**config.mk**
```make
export PLATFORM = sky130hd
export DESIGN_NAME = insn_loader_flat
export DESIGN_NICKNAME = d
export VERILOG_FILES = /design/src/rtl/insn_loader_if.sv /design/src/rtl/insn_loader.sv /design/src/flat_wrapper.sv
export SDC_FILE = /design/constraint.sdc
export NUM_CORES = 1
export LEC_CHECK = 0
export CAP_MARGIN = 20
export CORE_ASPECT_RATIO = 1.25
export CORE_MARGIN = 5
export CORE_UTILIZATION = 26
export CTS_BUF_LIST = sky130_fd_sc_hd__clkbuf_16
export DETAILED_ROUTE_END_ITERATION = 10
export PLACE_DENSITY_LB_ADDON = 0.05
export SLEW_MARGIN = 20
export SYNTH_ARGS = -nofsm -noshare
export SYNTH_HDL_FRONTEND = slang
export SYNTH_SLANG_ARGS = --single-unit
```
**constraint.sdc**
```tcl
create_clock -name clk -period 2.2 [get_ports clk]
set_input_delay 0.44 -clock clk [delete_from_list [all_inputs] [get_ports clk]]
set_output_delay 0.44 -clock clk [all_outputs]
set_load 0.03 [all_outputs]
```
**src/rtl/insn_loader_if.sv**
```systemverilog
// Instruction-memory write port plus loader status, shared by insn_loader and its consumers.
interface insn_loader_if #(
    parameter int AW = 8,
    parameter int DW = 16
);
    logic          we;
    logic [AW-1:0] wa;
    logic [DW-1:0] wd;
    logic          busy;
    logic          done;
    logic          err;

    modport master (output we, wa, wd, busy, done, err);
    modport slave  (input  we, wa, wd, busy, done, err);
endinterface

```
**src/rtl/insn_loader.sv**
```systemverilog
// UART (8N1) program loader: parses {A5, N, N x {hi, lo}[, CSUM]} frames into instruction-memory writes.
// Optional trailing XOR checksum byte is enabled by defining INSN_LOADER_CSUM_EN.
module insn_loader #(
    parameter int CLK_HZ = 100000000,
    parameter int BAUD   = 115200,
    parameter int AW     = 8,
    parameter int DW     = 16
) (
    input  logic          clk,
    input  logic          rst,
    input  logic          rx,
    insn_loader_if.master bus
);

    localparam int DIV  = CLK_HZ / BAUD;
    localparam int HALF = DIV / 2;
    localparam int CW   = $clog2(DIV + 1);
    localparam logic [CW-1:0] DIV_M1  = CW'(DIV - 1);
    localparam logic [CW-1:0] HALF_M1 = CW'(HALF - 1);
    localparam logic [7:0]    SYNC    = 8'hA5;

    // ---------------- RX front end ----------------
    typedef enum logic [1:0] {R_IDLE, R_START, R_DATA, R_STOP} rx_state_t;

    rx_state_t      r_state, r_next;
    logic [CW-1:0]  cnt;
    logic [2:0]     bit_idx;
    logic [7:0]     shreg;
    logic           rx_s1, rx_s2, rx_d;
    logic           byte_valid, frame_err;
    logic           bit_tick;

    assign bit_tick = (cnt == DIV_M1);

    always_comb begin
        r_next     = r_state;
        byte_valid = 1'b0;
        frame_err  = 1'b0;
        case (r_state)
            R_IDLE:  if (rx_d && !rx_s2) r_next = R_START;
            // mid-start re-check rejects glitches shorter than half a bit
            R_START: if (cnt == HALF_M1) r_next = rx_s2 ? R_IDLE : R_DATA;
            R_DATA:  if (bit_tick && bit_idx == 3'd7) r_next = R_STOP;
            R_STOP: begin
                if (bit_tick) begin
                    r_next     = R_IDLE;
                    byte_valid = rx_s2;
                    frame_err  = !rx_s2;
                end
            end
            default: r_next = R_IDLE;
        endcase
    end

    always_ff @(posedge clk or posedge rst) begin
        if (rst) begin
            r_state <= R_IDLE;
            cnt     <= '0;
            bit_idx <= '0;
            shreg   <= '0;
            rx_s1   <= 1'b1;
            rx_s2   <= 1'b1;
            rx_d    <= 1'b1;
        end else begin
            rx_s1   <= rx;
            rx_s2   <= rx_s1;
            rx_d    <= rx_s2;
            r_state <= r_next;
            if (r_state == R_IDLE || r_next != r_state || (r_state == R_DATA && bit_tick))
                cnt <= '0;
            else
                cnt <= cnt + 1'b1;
            if (r_state == R_DATA && bit_tick) begin
                shreg   <= {rx_s2, shreg[7:1]};
                bit_idx <= bit_idx + 1'b1;
            end
        end
    end

    // ---------------- frame parser ----------------
    typedef enum logic [2:0] {
        P_IDLE, P_COUNT, P_HI, P_LO, P_WR, P_POST,
`ifdef INSN_LOADER_CSUM_EN
        P_CSUM,
`endif
        P_FINISH
    } p_state_t;

    p_state_t       p_state, p_next;
    logic [AW-1:0]  wa_q;
    logic [DW-1:0]  wd_q;
    logic [8:0]     rem;
    logic           err_q;
`ifdef INSN_LOADER_CSUM_EN
    logic [7:0]     csum;
`endif

    always_comb begin
        p_next = p_state;
        case (p_state)
            P_IDLE:  if (byte_valid && shreg == SYNC) p_next = P_COUNT;
            P_COUNT: if (byte_valid) p_next = P_HI;
            P_HI:    if (byte_valid) p_next = P_LO;
            P_LO:    if (byte_valid) p_next = P_WR;
            P_WR:    p_next = P_POST;
            P_POST: begin
`ifdef INSN_LOADER_CSUM_EN
                p_next = (rem == 9'd1) ? P_CSUM : P_HI;
`else
                p_next = (rem == 9'd1) ? P_FINISH : P_HI;
`endif
            end
`ifdef INSN_LOADER_CSUM_EN
            P_CSUM:  if (byte_valid) p_next = (shreg == csum) ? P_FINISH : P_IDLE;
`endif
            P_FINISH: p_next = P_IDLE;
            default:  p_next = P_IDLE;
        endcase
        // a broken stop bit abandons the frame wherever it is
        if (frame_err && p_state != P_IDLE) p_next = P_IDLE;
    end

    always_ff @(posedge clk or posedge rst) begin
        if (rst) begin
            p_state <= P_IDLE;
            wa_q    <= '0;
            wd_q    <= '0;
            rem     <= '0;
            err_q   <= 1'b0;
`ifdef INSN_LOADER_CSUM_EN
            csum    <= '0;
`endif
        end else begin
            p_state <= p_next;
            if (frame_err && p_state != P_IDLE) err_q <= 1'b1;
            case (p_state)
                P_IDLE: begin
                    if (byte_valid && shreg == SYNC) begin
                        err_q <= 1'b0;
`ifdef INSN_LOADER_CSUM_EN
                        csum  <= '0;
`endif
                    end
                end
                P_COUNT: begin
                    if (byte_valid) begin
                        rem  <= (shreg == 8'd0) ? 9'd256 : {1'b0, shreg};
                        wa_q <= '0;
                    end
                end
                P_HI: begin
                    if (byte_valid) begin
                        wd_q[DW-1:DW-8] <= shreg;
`ifdef INSN_LOADER_CSUM_EN
                        csum <= csum ^ shreg;
`endif
                    end
                end
                P_LO: begin
                    if (byte_valid) begin
                        wd_q[7:0] <= shreg;
`ifdef INSN_LOADER_CSUM_EN
                        csum <= csum ^ shreg;
`endif
                    end
                end
                P_POST: begin
                    wa_q <= wa_q + 1'b1;
                    rem  <= rem - 1'b1;
                end
`ifdef INSN_LOADER_CSUM_EN
                P_CSUM: if (byte_valid && shreg != csum) err_q <= 1'b1;
`endif
                default: ;
            endcase
        end
    end

    assign bus.we   = (p_state == P_WR);
    assign bus.wa   = wa_q;
    assign bus.wd   = wd_q;
    assign bus.busy = (p_state != P_IDLE) && (p_state != P_FINISH);
    assign bus.done = (p_state == P_FINISH);
    assign bus.err  = err_q;

endmodule

```
**src/flat_wrapper.sv**
```systemverilog
// flat-port wrapper written by rule: the top's interface ports become plain ports
module insn_loader_flat 
#(
    parameter int CLK_HZ = 100000000,
    parameter int BAUD   = 115200,
    parameter int AW     = 8,
    parameter int DW     = 16
)
  (clk, rst, rx, bus_we, bus_wa, bus_wd, bus_busy, bus_done, bus_err);
  insn_loader_if #(.AW(AW), .DW(DW)) bus_i ();
  input  logic clk;
  input  logic rst;
  input  logic rx;
  output wire logic [$bits(bus_i.we)-1:0] bus_we;
  output wire logic [$bits(bus_i.wa)-1:0] bus_wa;
  output wire logic [$bits(bus_i.wd)-1:0] bus_wd;
  output wire logic [$bits(bus_i.busy)-1:0] bus_busy;
  output wire logic [$bits(bus_i.done)-1:0] bus_done;
  output wire logic [$bits(bus_i.err)-1:0] bus_err;
  assign bus_we = bus_i.we;
  assign bus_wa = bus_i.wa;
  assign bus_wd = bus_i.wd;
  assign bus_busy = bus_i.busy;
  assign bus_done = bus_i.done;
  assign bus_err = bus_i.err;
  insn_loader #(.CLK_HZ(CLK_HZ), .BAUD(BAUD), .AW(AW), .DW(DW)) u_core (.clk(clk), .rst(rst), .rx(rx), .bus(bus_i));
endmodule
```
==> flow_summary.toml <==
[outcome]
outcome = "finished, final reports clean"

[logic_synthesis]
synth_cell_types = 54
yosysTopAreaCell = "dfrtp_1"
synthSimpleGateAreaFrac = 0.164
yosys.area.top_type_share = 0.498
synth_nets = 281
ys_seq_area_frac = 0.524
synthArstFlopShare = 1.00
synth_top_family_by_area = "simple AND/OR/NAND/NOR gates"
synthFlopType = "dfrtp_1"
syn-cell-area_um2 = 3020
synthAdderAreaFrac = 0.0290
yosys_register_bits = 63
yosys_warnings = 0
synth_mux_area_frac = 0.107
yosys.area_share.xor_xnor = 0.0290
synth_compound_area_frac = 0.120
syn_inst = 271
synth-edff-count = 0
synth.avg_cell_area_um2 = 11.1
synth_area_leaders = "dfrtp_1, mux2_2, nor2_1"

[power]
netSwitchingPower_mw = 0.723
p_clk_frac = 0.522
pwr-share-comb = 0.089
intPower_mw = 2.47
seq_power_share = 0.388
powerDensity_nw_per_um2 = 767
peakVddDrop_mv = 0.443
p_leak_nw = 1.86
switching_share = 0.227

[drt]
maxUsedRoutingLayer = "met4"
drt_wl_total_mm = 8.21
drt_iter0_markers = 81
wl_met1_mm = 3.70
avgRoutedWirePerCell_um = 17.1
drt_first_pass_iters = 4
ant_nets = 0
dr_wl_met2_mm = 4.02
met3WireLength_um = 230
routed_via_density = 4.93
remaining_drc_errors = 0
via_count = 2366

[sta]
setup_viol = 0
slew-limit-headroom = 0.742
grt_setup_unrepaired = "yes"
slew_viol_final = 0
timing.setup.tns_ps = 0
worst_slew_pin_slew_ps = 385
period_needed_ps = 2160
finalCritPeriodShare = 0.984
clock_skew_ps = 13.6
setup_slack_ps = 35.7
hold_violations = 0
fmax_ghz = 0.462

[setup_path]
crit_type = "reg -> reg"
worst-path-max-fanout = 8
cp.arrival_ps = 2380
cp-start-kind = "register"
worst_setup_path_end_kind = "register"
cp.required_ps = 2420
reg2regPathDepth = 5
r2r_start = "u_core.cnt[3]"
crit_start = "u_core.cnt[3]"

[die]
fp.dieH_um = 130
core_um2 = 11500
start_util = 0.262
rows = 44
die-area_um2 = 13900
io_pins = 31
dieWidth_um = 106

[hold_path]
whs_path_depth = 0
holdCritStartpoint = "u_core.rx_s1"
worstHoldPathType = "reg -> reg"

[placement]
place_inst = 463
dp.final_hpwl_mm = 5.95
port_buffers = 30
gp_congestion = 0.789
pre_cts_ws_ps = -101

[cells_and_area]
antenna_cells = 0
area_growth_pct = 37.9
fin_nets = 347
final_common_cell = "dfrtp_1"
drive_gt1_frac = 0.289
final_cell_mix = "dfrtp_1, buf_4, clkdlybuf4s50_1"
final_cells = 480

[grt]
grt_pass1_vias = 2525
grt_pass1_wl_mm = 13.7
grt_overflow = 0
grtUsageTotal = 0.130
antenna_found_initial = 0
grt_start_max_net_pins = 27

[clock_tree]
cts_tree = "done"
cts_buffers = 9
insertion_delay_ps = 340
htreeDepth = 3
path_clk_slew_ps = 60
clockBufferDepth = 2
cts_sinks = 63
root_buffer = "clkbuf_16"

[run]
max_cap_viol_count = 0
==> power by group through the flow <==
stage               Combinational (mW)  Sequential, mW  Clock [mW]
global route                     0.328            1.24        1.75
finish                           0.285            1.24        1.67
global placement                 0.280            1.26           0
floorplan                        0.139            1.26           0
detailed placement               0.280            1.26           0
CTS                              0.292            1.24        1.71
==> area by class of cell <==
class	count	area [um2]
Clock buffer	9	225
Tap cell	138	173
Clock inverter	7	119
Inverter	7	26.3
Timing Repair Buffer	68	642
Sequential cell	63	1580
Fill cell	1127	7350
Multi-Input combinational cell	188	1390
==> cells in the mapped netlist, types with 2 or more instances <==
cell type	instances
inv_1	7
dfrtp_1	60
nor4_1	5
a22o_1	2
nor3b_1	2
clkbuf_2	2
nand2_1	9
o21a_1	3
clkbuf_1	8
xor2_1	4
or4_1	2
o21ai_0	9
o41ai_1	3
mux2i_1	2
a22oi_1	3
nor2b_1	3
or3_1	2
a32oi_1	2
xnor2_1	6
o22ai_1	3
buf_1	2
or4_2	2
nand3b_1	2
mux2_2	27
nand4_1	8
dfstp_2	3
ha_1	7
nor3_1	5
and3_1	5
nand3_1	8
nand2b_1	2
a21oi_1	14
nor2_1	25
a31oi_1	4
==> repair_timing <==
item | 4_1_cts | 5_1_grt
hold buffers | 0 | 0
buffers inserted | 1 | 0
resized for setup | 7 | 2
gates cloned | 0 | 0
setup endpoints to repair | 18 | 9
pin swaps | 4 | 2
==> sequential cells by signal, summed over array words and instances (netlist names), 2 cells and up <==
register and flops:
u_core.bus.wa 8, u_core.bus.wd 16, u_core.bit_idx 3, u_core.shreg 8, u_core.cnt 10, u_core.rem 9
u_core.p_state 3, u_core.r_state 2
==> final timing paths <==
| kind | to | slack, ps |
|---|---|---|
| min in group asynchronous | u_core.rem[4] | 390 |
| worst max-delay path | u_core.bus.wd[11] | 40 |
| worst max register to register | u_core.bus.wd[11] | 40 |
| max in group asynchronous | u_core.bus.wa[2] | 1190 |
| worst min-delay path | u_core.rx_s2 | 360 |
| worst min register to register | u_core.rx_s2 | 360 |
==> metrics by stage <==
step	hold WS (ps)	instance area, um2	total power, mW	util
2_1_floorplan	345	3030	1.40	-
3_3_place_gp	348	3780	1.54	0.329
3_5_place_dp	355	3780	1.54	0.329
4_1_cts	362	4150	3.24	0.361
5_1_grt	366	4160	3.32	0.361
6_report	360	4160	3.19	0.361
==> cells by family after synthesis <==
family | after synthesis
AOI/OAI and AO/OA | 54
buffers and inverters | 20
xor gates and xnor gates | 10
muxes | 29
DFF | 63
adders and majority gates | 7
and+or+nand+nor | 88
==> layer usage <==
metal,up-vias,global-route usage
met4,0,0.0701
met1,1169,0.159
met2,35,0.216
met5,-,0
met3,20,0.0275
li1,1142,-
==> worst max-delay path, cell delays in order, from the launching register on <==
cell and delay, ps:
dfrtp_1 380, or3b_4 410, or4_4 460, nor4b_4 300, buf_12 170, mux2_2 330
No activity file was read; power rests on OpenSTA's default activity.
